--- config.mk ---
export PLATFORM = sky130hd
export DESIGN_NAME = fir_scan_capture
export DESIGN_NICKNAME = d
export VERILOG_FILES = /design/src/rtl/fir_scan_capture.sv
export SDC_FILE = /design/constraint.sdc
export NUM_CORES = 1
export LEC_CHECK = 0
export ABC_AREA = 1
export ABC_CLOCK_PERIOD_IN_PS = 1900
export CELL_PAD_IN_SITES_DETAIL_PLACEMENT = 1
export CELL_PAD_IN_SITES_GLOBAL_PLACEMENT = 2
export CORE_UTILIZATION = 34
export CTS_CLUSTER_SIZE = 28
export DETAILED_ROUTE_END_ITERATION = 8
export MAX_ROUTING_LAYER = met4
export PLACE_DENSITY_LB_ADDON = 0.1
export SYNTH_ARGS = -nofsm -noshare
export SYNTH_HDL_FRONTEND = slang
export SYNTH_SLANG_ARGS = --single-unit
--- constraint.sdc ---
create_clock -name clk -period 1.9 [get_ports clk]
set_clock_uncertainty 0.1 [all_clocks]
set_input_delay 0.19 -clock clk [delete_from_list [all_inputs] [get_ports clk]]
set_output_delay 0.19 -clock clk [all_outputs]
set_load 0.005 [all_outputs]
--- src/rtl/fir_scan_capture.sv ---
// fir_scan_capture: drives the FIR scan_en for one full rotation of all taps and
// deserialises the two LSB-first 26-bit scan streams into per-tap x/w words.
// Words come out highest tap first; the FIR ends the run in its original order.
module fir_scan_capture #(
   parameter int TAPS = 256,
   parameter int M    = 8
) (
   input  logic         clk,
   input  logic         rst_n,
   input  logic         start,
   input  logic         fir_act,
   input  logic         scan_in_x,
   input  logic         scan_in_w,
   output logic         scan_en,
   output logic [15:0]  word_x,
   output logic [25:0]  word_w,
   output logic [M-1:0] word_idx,
   output logic         word_valid,
   output logic         busy,
   output logic         done,
   output logic         frame_err
);

   typedef enum logic [1:0] {IDLE, LEAD, CAPTURE} state_t;

   localparam logic [M-1:0] LAST = M'(TAPS - 1);

   state_t       state;
   logic [4:0]   bit_cnt;
   logic [M-1:0] word_cnt;
   // Bits 0..24 of the frame in flight; bit 25 arrives live on the last edge.
   logic [24:0]  shreg_x;
   logic [24:0]  shreg_w;
   logic [25:0]  asm_x;
   logic [25:0]  asm_w;

   // Full frames as they stand on the edge that samples bit 25.
   assign asm_x = {scan_in_x, shreg_x};
   assign asm_w = {scan_in_w, shreg_w};

   // Sequencer: scan_en window, bit/word counting, word load and status flags.
   always_ff @(posedge clk or negedge rst_n) begin
      if (!rst_n) begin
         state      <= IDLE;
         bit_cnt    <= '0;
         word_cnt   <= '0;
         shreg_x    <= '0;
         shreg_w    <= '0;
         scan_en    <= 1'b0;
         word_x     <= '0;
         word_w     <= '0;
         word_idx   <= '0;
         word_valid <= 1'b0;
         busy       <= 1'b0;
         done       <= 1'b0;
         frame_err  <= 1'b0;
      end else begin
         word_valid <= 1'b0;
         done       <= 1'b0;
         case (state)
            IDLE: begin
               if (start && !fir_act) begin
                  state     <= LEAD;
                  scan_en   <= 1'b1;
                  busy      <= 1'b1;
                  frame_err <= 1'b0;
                  bit_cnt   <= '0;
                  word_cnt  <= '0;
               end
            end
            // The FIR loads its first frame on this edge; nothing valid yet.
            LEAD: state <= CAPTURE;
            CAPTURE: begin
               shreg_x <= {scan_in_x, shreg_x[24:1]};
               shreg_w <= {scan_in_w, shreg_w[24:1]};
               // Drop scan_en one edge early: the FIR then holds the last bit
               // steady for the final sample and has seen exactly 26*TAPS edges.
               if (word_cnt == LAST && bit_cnt == 5'd24)
                  scan_en <= 1'b0;
               if (bit_cnt == 5'd25) begin
                  word_x     <= asm_x[15:0];
                  word_w     <= asm_w;
                  word_idx   <= LAST - word_cnt;
                  word_valid <= 1'b1;
                  if (asm_x[25:16] != {10{asm_x[15]}})
                     frame_err <= 1'b1;
                  word_cnt   <= word_cnt + 1'b1;
                  bit_cnt    <= '0;
                  if (word_cnt == LAST) begin
                     done  <= 1'b1;
                     busy  <= 1'b0;
                     state <= IDLE;
                  end
               end else begin
                  bit_cnt <= bit_cnt + 1'b1;
               end
            end
            default: state <= IDLE;
         endcase
      end
   end

endmodule

# Word level (Yosys, flattened, before mapping)
# Index checks and enable logic that the tools add are counted.
[classes] n_reduce_logical=12 n_bitwise=0 div=0 add_sub_neg=3 n_eq_ne=11 n_lt_le_gt_ge=0 muxes=25 shift=0 mul=0
[op_table] cell="8-bit 2-to-1 mux" n=2
[op_table] cell="8-bit case mux with 2 select lines" n=1
[op_table] cell="1-bit 2-to-1 mux" n=12
[op_table] cell="5-bit == test (second input constant)" n=2
[op_table] cell="5-bit 2-to-1 mux" n=2
[op_table] cell="10-bit inequality test" n=1
[op_table] cell="2-bit inequality test (second input constant)" n=5
[op_table] cell="5-bit case mux with 2 select lines" n=1
[op_table] cell="3-bit AND reduction" n=3
[op_table] cell="8-bit by 1-bit adder with 8-bit output (second input constant)" n=1
[op_table] cell="8-bit == test (second input constant)" n=1
[op_table] cell="4-bit AND reduction" n=2
[op_table] cell="8-bit subtractor (first input constant)" n=1
[op_table] cell="2-bit 2-to-1 mux" n=3
[op_table] cell="1-bit case mux with 2 select lines" n=3
[op_table] cell="2-bit case mux with 3 select lines" n=1
[op_table] cell="5-bit by 1-bit adder with 5-bit output (second input constant)" n=1
[op_table] cell="2-bit AND reduction" n=2
[op_table] cell="2-bit by 1-bit == test with 1-bit output (second input constant)" n=1
[op_table] cell="2-bit == test (second input constant)" n=1
[op_table] cell="1-bit logical AND" n=2
[op_table] cell="2-bit logical NOT" n=1
[op_table] cell="2-bit nonzero test" n=1
[op_table] cell="1-bit logical NOT" n=1
[totals] romBits=0 ramBits=0 regBits=120 mem_count=0 wordCells=64 latchBits=0 inputBits=6

# Logic depth before layout (Yosys ltp)
[logic_depth] word_depth=4 depth_mapped=9

# Worst setup path before layout
# OpenSTA, ideal clock, no wires.
[synth_path] path_type="register to register" startpoint="register bit_cnt[1]" endpoint="register word_cnt[1]" path_buffers=2 t_arrival_ps=1244 stages_incl_launch_ff=10 period_less_slack_ps=1461 slack_ps=439 cell_sequence="dfrtp_1 -> inv_1 -> ha_1 -> nand2_1 -> inv_1 -> nand3_2 -> buf_6 -> buf_6 -> nand3_2 -> nand2_1"
[synth_via] elab_chain_cells=3
[synth_lines] item="from (decl)" line_no="29" rtl="logic [4:0] bit_cnt;"
[synth_lines] item="from (signal assigned)" line_no="95" rtl="bit_cnt <= bit_cnt + 1'b1;"
[synth_lines] item="5-bit == test" line_no="80" rtl="if (bit_cnt == 5'd25) begin"
[synth_lines] item="2-bit inequality test (no source line)"
[synth_lines] item="3-bit AND reduction (no source line)"
[synth_lines] item="to (signal assigned)" line_no="87" rtl="word_cnt <= word_cnt + 1'b1;"
[synth_lines] item="to (decl)" line_no="30" rtl="logic [M-1:0] word_cnt;"
# Every way passes these cells.
# A chain may end at the register's enable or synchronous reset.

# Final worst setup path
[layout_path] startpoint="register bit_cnt[1]" endpoint="register busy"
[layout_via] elab_chain_cells=3
[layout_lines] item="5-bit == test" line_no="80"
[layout_lines] item="2-bit inequality test (no source line)"
[layout_lines] item="4-bit AND reduction (no source line)"
[layout_lines] item="to (signal assigned)" line_no="54" rtl="busy <= 1'b0;"
[layout_lines] item="to (signal assigned)" line_no="65" rtl="busy <= 1'b1;"
[layout_lines] item="to (signal assigned)" line_no="91" rtl="busy <= 1'b0;"
[layout_lines] item="to (decl)" line_no="19" rtl="output logic busy,"
# Every way passes these cells.

==> impl_metrics.ini <==
[synthesis]
synth_largest_type_area_fraction_pct = 62.88
ys_types = 25
dominantRegCellSynth = dfrtp_1
syn_area_um2 = 4776
seq_area_frac_synth_pct = 62.88
syn-instance-count = 513
synth_edf_count = 0
synthMostInstantiatedCell = nand2_1
synth-seq-cells = 120
yosys_warnings = 0
synth.area.top_cells = dfrtp_1, nand2_1, o21ai_0
post_synth_most_frequent_cells = nand2_1, dfrtp_1, o21ai_0
synth_fp_nets = 523
yosys.area.top_type = dfrtp_1
synth_async_sr_flop_share_pct = 100.0
synthesis.area_per_instance_um2 = 9.310

[clocking]
clk_pin_slew_worst_paths_ps = 50
clock-root-buffer = clkbuf_16
cts_tree = done
cts_buffers = 17
sink_count = 120
cts_max_level = 4
cts_buffer_depth = 2
clock_insertion_delay_worst_skew_ps = 410

[cells_and_area]
diodes = 0
layout-drive-gt1-share_pct = 10.20
layout.cells.non_filler = 774
fillers = 1558
seq_cell_area_um2 = 3003
total_area_of_multi_input_combinational_cells_um2 = 1488
layout.core_utilization_pct = 46.67
finish.net_count = 596
syn2layout_area_growth_pct = 31.46

[critical_path]
critical_path.max_stage_delay_ps = 400
category_of_the_worst_setup_path_launch_point = flop
worst-path-max-fanout = 8
worst-setup-path-type = flop to flop
worstPathArrival_ps = 1950
cp-end-kind = flop
required_ps = 2100
timing.critical_path.cells = inv_1 > ha_1 > nand2_1 > inv_1 > nand3_4 > buf_4 > o21ai_0 > nand2_1
crit_path_top_delay_cell = dfrtp_1

[timing]
fmax_mhz = 571.1
tightest_slew_ps = 471.3
setup_violations = 0
timing.final.max_slew_violations = 0
relSlewSlack_pct = 68.58
final_min_period_over_clock_period_pct = 92.16
setup_total_negative_slack_ps = 0
timing.final.crit_period_ps = 1751
hold_viol_final = 0
grt_setup_unrepaired = no

[floorplan]
design.core.area_um2 = 13450
floorplan.die.width_um = 120.5
die_height_um = 120.5
initial_utilization_pct = 35.50
floorplan_die_area_um2 = 14530
rows = 42
pin_count = 61

[global_route]
antenna_found_initial = 0
grt_start_max_net_pins = 51
grt_use_met2_pct = 29.45
global_route.usage.met1_pct = 21.92
grt.busiest_layer = met2
grt_pass1_vias = 3854
groute.usage.overall_pct = 18.32
wire_length_of_the_first_global_routing_pass_um = 19600
met3_usage_pct = 4.292
grt_overflow = 0

[power]
p_leak_nw = 3.060
power.density_nw_per_um2 = 1430
seq_power_share_pct = 40.0
pwr-share-comb_pct = 22.8
power.switching_w = 0.002385
power_w = 0.008976
power.clock.fraction_pct = 37.2
switching_share_pct = 26.57
cellInternalPower_w = 0.006591
irDropWorstVdd_mv = 0.5304

[flow_run]
number_of_violations_of_the_max_capacitance_limit = 0

[drt]
routed-via-count = 3629
routed_wirelength_um = 11530
antenna_violating_nets_post_route = 0
first_pass_iters = 4
average_routed_wire_per_standard_cell_um = 14.89
per_cell_via_count_in_the_routed_design = 4.689
drt_first_iter_violations = 211
remaining_drc_errors = 0

[worst_hold_path]
kind_of_path_behind_the_tightest_hold_check = input pin to async pin

[placed_design]
placement.io_buffers = 60
place_inst = 739
routabilityCongestion = 0.7477
hpwl_um = 7384

[run_status]
status = finished clean
layout make-up:
cell class | instances | share of cell area [%]
clock inverters | 7 | 1.833
inverters | 47 | 2.810
well taps | 176 | 3.507
repair buffers | 76 | 12.34
multi-input cells | 324 | 23.69
flip-flops and latches | 120 | 47.83
clock buffers | 24 | 7.991
cell usage in the layout, fill, tap and decap left out, drive strengths merged:
cell           count
nand2            184
clkinvlp           2
or2                1
nand3             21
dfrtp            120
clkbuf            24
o22ai              1
nor2              14
clkdlybuf4s50     59
dlygate4sd3        1
xnor2              1
a21oi              2
xor2               3
ha                 4
o21ai             85
clkinv             2
nor3               2
inv               47
o211ai             1
buf               16
bufinv             3
nand4              5
cell families after synthesis:
logic type | share of synthesized area (%)
compound gates | 9.877
buf+inv | 6.392
flops | 62.88
fa+ha+maj | 1.048
simple gates | 19.07
xor+xnor | 0.7337
worst max-delay path: cells and delay by family, from the launching register on:
| family | cells | cell delay (ps) |
|---|---|---|
| and+or+nand+nor | 3 | 300 |
| AOI/OAI and AO/OA | 1 | 160 |
| buffers and inverters | 3 | 490 |
| adders and majority gates | 1 | 170 |
| DFF | 1 | 400 |
power groups by stage:
| stage | clock network, W | registers [W] | logic [W] |
|---|---|---|---|
| 2_1_floorplan | 0 | 0.00359 | 0.000782 |
| 3_3_place_gp | 0 | 0.00362 | 0.00200 |
| 3_5_place_dp | 0 | 0.00363 | 0.00205 |
| 4_1_cts | 0.00342 | 0.00361 | 0.00208 |
| 5_1_grt | 0.00351 | 0.00368 | 0.00233 |
| 6_report | 0.00334 | 0.00359 | 0.00205 |
sequential cells by signal (all words and copies together), names as in the netlist:
signal	count
word_cnt	8
shreg_x	25
word_w	26
bit_cnt	5
busy	1
state	2
frame_err	1
word_valid	1
word_x	16
scan_en	1
shreg_w	25
done	1
word_idx	8
metal layers:
layer,up-vias,wire length [µm]
li1,1765,-
met4,0,204
met3,19,286
met1,1791,5268
met5,-,0
met2,54,5767
stage by stage:
stage | cell area, µm² | worst slack [ps] | hold slack [ps]
after detailed placement | 5620 | 69.32 | 77.99
after global placement | 5620 | 140.4 | 74.65
after global routing | 6279 | 0.7596 | 212.3
after CTS | 6254 | 36.19 | 185.3
after floorplan | 4776 | 439.0 | -205.6
final | 6279 | 148.9 | 176.7
repair_timing:
item,CTS,global route
hold buffers,1,0
endpoints found under the hold margin,32,0
gates cloned,0,1
resized for setup,2,0
buffers inserted,0,2
endpoints found under the setup margin,1,50
path summary, 6_finish.rpt:
kind,startpoint,endpoint,slack (ps),cells after the start
min in group clk,scan_in_x,shreg_x[24]$_DFFE_PN0P_,320,3
max in group asynchronous,rst_n,shreg_x[6]$_DFFE_PN0P_,790,3
max,bit_cnt[1]$_DFFE_PN0P_,busy$_DFFE_PN0P_,150,8
min,rst_n,word_w[11]$_DFFE_PN0P_,180,2
max reg2reg,bit_cnt[1]$_DFFE_PN0P_,busy$_DFFE_PN0P_,150,8
min reg2reg,scan_en$_DFFE_PN0P_,scan_en$_DFFE_PN0P_,370,2
Note: power is estimated with default switching activity, not from simulation.
==> variant 1, RTL diff (same settings) <==
Add an input register stage for `start`, `fir_act`, `scan_in_x` and `scan_in_w`; this delays them by one clock.
--- a/src/rtl/fir_scan_capture.sv
+++ b/src/rtl/fir_scan_capture.sv
@@ -26,4 +26,16 @@
    localparam logic [M-1:0] LAST = M'(TAPS - 1);
 
+   logic start_q;
+   logic fir_act_q;
+   logic scan_in_x_q;
+   logic scan_in_w_q;
+
+   always_ff @(posedge clk) begin
+      start_q     <= start;
+      fir_act_q   <= fir_act;
+      scan_in_x_q <= scan_in_x;
+      scan_in_w_q <= scan_in_w;
+   end
+
    state_t       state;
    logic [4:0]   bit_cnt;
@@ -36,6 +48,6 @@
 
    // Full frames as they stand on the edge that samples bit 25.
-   assign asm_x = {scan_in_x, shreg_x};
-   assign asm_w = {scan_in_w, shreg_w};
+   assign asm_x = {scan_in_x_q, shreg_x};
+   assign asm_w = {scan_in_w_q, shreg_w};
 
    // Sequencer: scan_en window, bit/word counting, word load and status flags.
@@ -60,5 +72,5 @@
          case (state)
             IDLE: begin
-               if (start && !fir_act) begin
+               if (start_q && !fir_act_q) begin
                   state     <= LEAD;
                   scan_en   <= 1'b1;
@@ -72,6 +84,6 @@
             LEAD: state <= CAPTURE;
             CAPTURE: begin
-               shreg_x <= {scan_in_x, shreg_x[24:1]};
-               shreg_w <= {scan_in_w, shreg_w[24:1]};
+               shreg_x <= {scan_in_x_q, shreg_x[24:1]};
+               shreg_w <= {scan_in_w_q, shreg_w[24:1]};
                // Drop scan_en one edge early: the FIR then holds the last bit
                // steady for the final sample and has seen exactly 26*TAPS edges.
Function: changed (a bounded check fails within 4 cycles, from zero or initial values and one cycle with rst_n low).
==> variant 1 against the original RTL <==
Wire length hardly changed. Final area is 2.2% higher. Sequential power is 1% higher. Power is 4.3% higher. Via count is 0.50% higher. Setup slack better by 0.11 ns. Sequential share of layout area is 0.21 points higher. Sequential cell count is 4 higher. Area after synthesis is 1.7% higher. Cell count is 0.78% higher.
==> variant 1: results (changes against the original RTL) <==
routed wl met3: 370 um (+29%)
FF-to-FF path depth: 7 (-1)
placed cells: 747 (+1.1%)
post-synthesis compound-gate area fraction: 9.71% (-0.16 points)
r2r endpoint: word_x[5]$_DFFE_PN0P_
Layout clock area frac: 10.9% (+1.1 points)
met2 usage: 27.1% (-2.4 points)
worst min path class: input pin to register
final cell count without fillers: 780 (+0.78%)
Fillers: 1,623 (+4.2%)
Distinct cells, synth: 26 (+4.0%)
Multi-input gate area: 0.00148 mm^2 (-0.84%)
Met2 Wirelength: 5.44 mm (-5.6%)
P_leak: 3.12 nW (+2.0%)
post-place instance area: 0.00571 mm^2 (+1.5%)
global-route wire length before repair: 19.6 mm (+0.10%)
slew at the pin with the worst max-slew slack: 0.419 ns (-0.0519 ns)
global placement routability congestion: 0.772 (+3.3%)
Combinational Power Share: 20.7% (-2.1 points)
switching share of power: 25.2% (-1.4 points)
Reg2Reg Setup Slack: 0.26 ns (+0.11 ns)
Post-DP HPWL: 7.30 mm (-1.1%)
outcome: finished clean
fin nets: 597 (+0.17%)
Synth area leaders: dfrtp_1, nand2_1, o21ai_0
non-clk buf share: 11.8% (-0.56 points)
# rows: 43 (+2.4%)
cells after synthesis: 517 (+0.78%)
Final Instance Area: 0.00642 mm^2 (+2.2%)
area share of xor/xnor cells in the synthesized design: 0.721% (-0.012 points)
largest net degree at the start of global routing: 40 (-22%)
Switching Power: 2.36 mW (-1.0%)
==> variant 1: timing repair <==
action,4_1_cts,5_1_grt
resized for setup,0,0
endpoints found under the hold margin,107,0
hold buffers,1,0
setup buffers,0,0
==> variant 1: worst max path at each step <==
stage	slack (ns)	end	cells past startpoint	start
after CTS	0.23	word_x[5]$_DFFE_PN0P_	7	bit_cnt[0]$_DFFE_PN0P_
final	0.26	word_x[5]$_DFFE_PN0P_	7	bit_cnt[0]$_DFFE_PN0P_
after global routing	0.08	word_w[11]$_DFFE_PN0P_	7	bit_cnt[0]$_DFFE_PN0P_
after floorplan	0.44	word_cnt[1]$_DFFE_PN0P_	9	bit_cnt[1]$_DFFE_PN0P_
after global placement	0.32	word_x[7]$_DFFE_PN0P_	6	bit_cnt[0]$_DFFE_PN0P_
after detailed placement	0.23	word_x[5]$_DFFE_PN0P_	7	bit_cnt[0]$_DFFE_PN0P_
==> variant 2, RTL diff (same settings) <==
Without the edit above. Set the parameter `M` to 16 (it was 8).
--- a/src/rtl/fir_scan_capture.sv
+++ b/src/rtl/fir_scan_capture.sv
@@ -4,5 +4,5 @@
 module fir_scan_capture #(
    parameter int TAPS = 256,
-   parameter int M    = 8
+   parameter int M    = 16
 ) (
    input  logic         clk,
Ports: changed (resized word_idx); port bits go from 61 to 69. No check against the original RTL was run, so the function may have changed too.
==> variant 2 against the original RTL <==
Final area up 16%. Sequential share of layout area decreased by 1.1 points. First-iteration DRC count fell by 20%. Cell count up 21%. Power rose by 10%. Core utilization decreased by 1.3 points. Setup slack worse by 0.022 ns. Area after synthesis up 18%. Wire length is 24% higher. Synthesized cell count is 24% higher. Global-route usage is 0.97 points higher. Sequential power grew 12%. Critical path type unchanged. Sequential cell count rose by 16.
==> variant 2: results (changes against the original RTL) <==
Fin. Hold Viols: 0 (unchanged)
Seq/Total Area, Yosys: 60.2% (-2.6 points)
mean post-synth cell area: 8.87 um^2 (-4.7%)
Distinct cells, synth: 28 (+12%)
Post-synth top cells: nand2_1, dfrtp_1, o21ai_0, inv_1, nor2_1
clock buffer depth: 2 (unchanged)
Tcrit/Tclk final: 93.3% (+1.2 points)
Setup Buffers After CTS: 0 (unchanged)
DR vias/cell: 4.78 (+2.0%)
CP max stage delay: 0.40 ns (about the same)
area share of xor/xnor cells in the synthesized design: 0.775% (+0.042 points)
root buf cell: clkbuf_16
global placement routability congestion: 0.737 (-1.4%)
ANT cells: 0 (unchanged)
CTS buffer count: 17 (unchanged)
Post-DP HPWL: 9.53 mm (+29%)
worst path arrival time: 2.01 ns (+0.06 ns)
Post-Place Worst Slack: 0.0158 ns (-0.0536 ns)
port bufs: 68 (+13%)
fin nets: 723 (+21%)
initial antenna violation count: 0 (unchanged)
All-Layer GR Usage: 19.3% (+0.97 points)
Synth async-reset ratio: 100% (unchanged)
clock latency on the worst-skew pair: 0.42 ns
fraction of layout cells with a size suffix above 1: 7.32% (-2.9 points)
yosys warns: 0 (unchanged)
Synth Area in Adders: 1.33% (+0.28 points)
placed cells: 907 (+23%)
top flop regs: word_w x26, shreg_w x25, shreg_x x25
outcome: finished clean
CTS Hold Bufs: 1 (unchanged)
worst min path class: input pin to async pin
post-place instance area: 0.00662 mm^2 (+18%)
Reg2Reg Setup Slack: 0.13 ns (-0.02 ns)
Synth area leaders: dfrtp_1, nand2_1, o21ai_0
P_leak: 3.53 nW (+15%)
Initial DRC Count: 168 (-20%)
Worst path top cell family by delay: buffers and inverters
global-route wire length before repair: 24.2 mm (+23%)
largest net degree at the start of global routing: 70 (+37%)
IR drop worst, VDD: 614 uV (+16%)
First-pass DRT Iterations: 4 (unchanged)
Total Routed Length: 14.3 mm (+24%)
top_reg_cell synth: dfrtp_1
vias in the first global route: 4,725 (+23%)
crit path buf inv count: 4 (+1)
Net Count, Synth: 649 (+24%)
Max-cap violations: 0 (unchanged)
FF-to-FF path depth: 9 (+1)
critical-path maximum fanout: 22 (+14)
r2r endpoint: word_idx[15]$_DFFE_PN0P_
final cell count without fillers: 940 (+21%)
post-synthesis compound-gate area fraction: 10.2% (+0.29 points)
Resize count post-CTS: 1 (-1)
Worst-path clk slew: 0.06 ns
H-tree depth: 4 (unchanged)
GR Overflow Total: 0 (unchanged)
slew at the pin with the worst max-slew slack: 0.453 ns (-0.0185 ns)
reg2reg start: bit_cnt[1]$_DFFE_PN0P_
[variant 2: cell count changes after synthesis, sizes merged, moves of 2 or more]
cell	unedited run	this run
nand2	184	219
nor2	14	33
dfrtp	120	136
inv	47	62
nand4	5	13
o21ai	85	93
a21oi	2	9
clkbuf	11	16
nor3	2	6
a31oi	0	3
buf	12	10
ha	4	6
o211ai	1	3
[variant 2: how the worst min path moves through the flow]
| stage | end | slack [ns] |
|---|---|---|
| final | shreg_x[0]$_DFFE_PN0P_ | 0.17 |
| after global routing | word_w[19]$_DFFE_PN0P_ | 0.20 |
| after CTS | word_w[19]$_DFFE_PN0P_ | 0.17 |
| after detailed placement | word_x[1]$_DFFE_PN0P_ | 0.05 |
| after global placement | word_x[1]$_DFFE_PN0P_ | 0.06 |
| after floorplan | bit_cnt[0]$_DFFE_PN0P_ | -0.21 |
[variant 2: power by group]
| group | internal, mW | switching (mW) | total [mW] |
|---|---|---|---|
| sequential | 3.57 | 0.454 | 4.02 |
| clock | 2.24 | 1.30 | 3.54 |
| combinational | 1.32 | 0.990 | 2.31 |
[variant 2: routing by layer]
metal | part of all wire [%] | GRT usage [%] | wire length (um) | vias up
li1 | - | - | - | 2182
met1 | 45 | 23.4 | 6430 | 2239
met2 | 51 | 32.0 | 7360 | 62
met3 | 2.7 | 3.83 | 386 | 13
met4 | 1.1 | 6.90 | 152 | 0
met5 | 0 | - | 0 | -
[variant 2: cell type report]
| class | instances | area, um^2 |
|---|---|---|
| clock buffer | 18 | 439 |
| clock inverter | 14 | 199 |
| fill | 1838 | 8780 |
| inverter | 63 | 239 |
| multi-input combinational | 412 | 1890 |
| sequential | 136 | 3400 |
| tap | 216 | 270 |
| timing repair buffer | 81 | 845 |
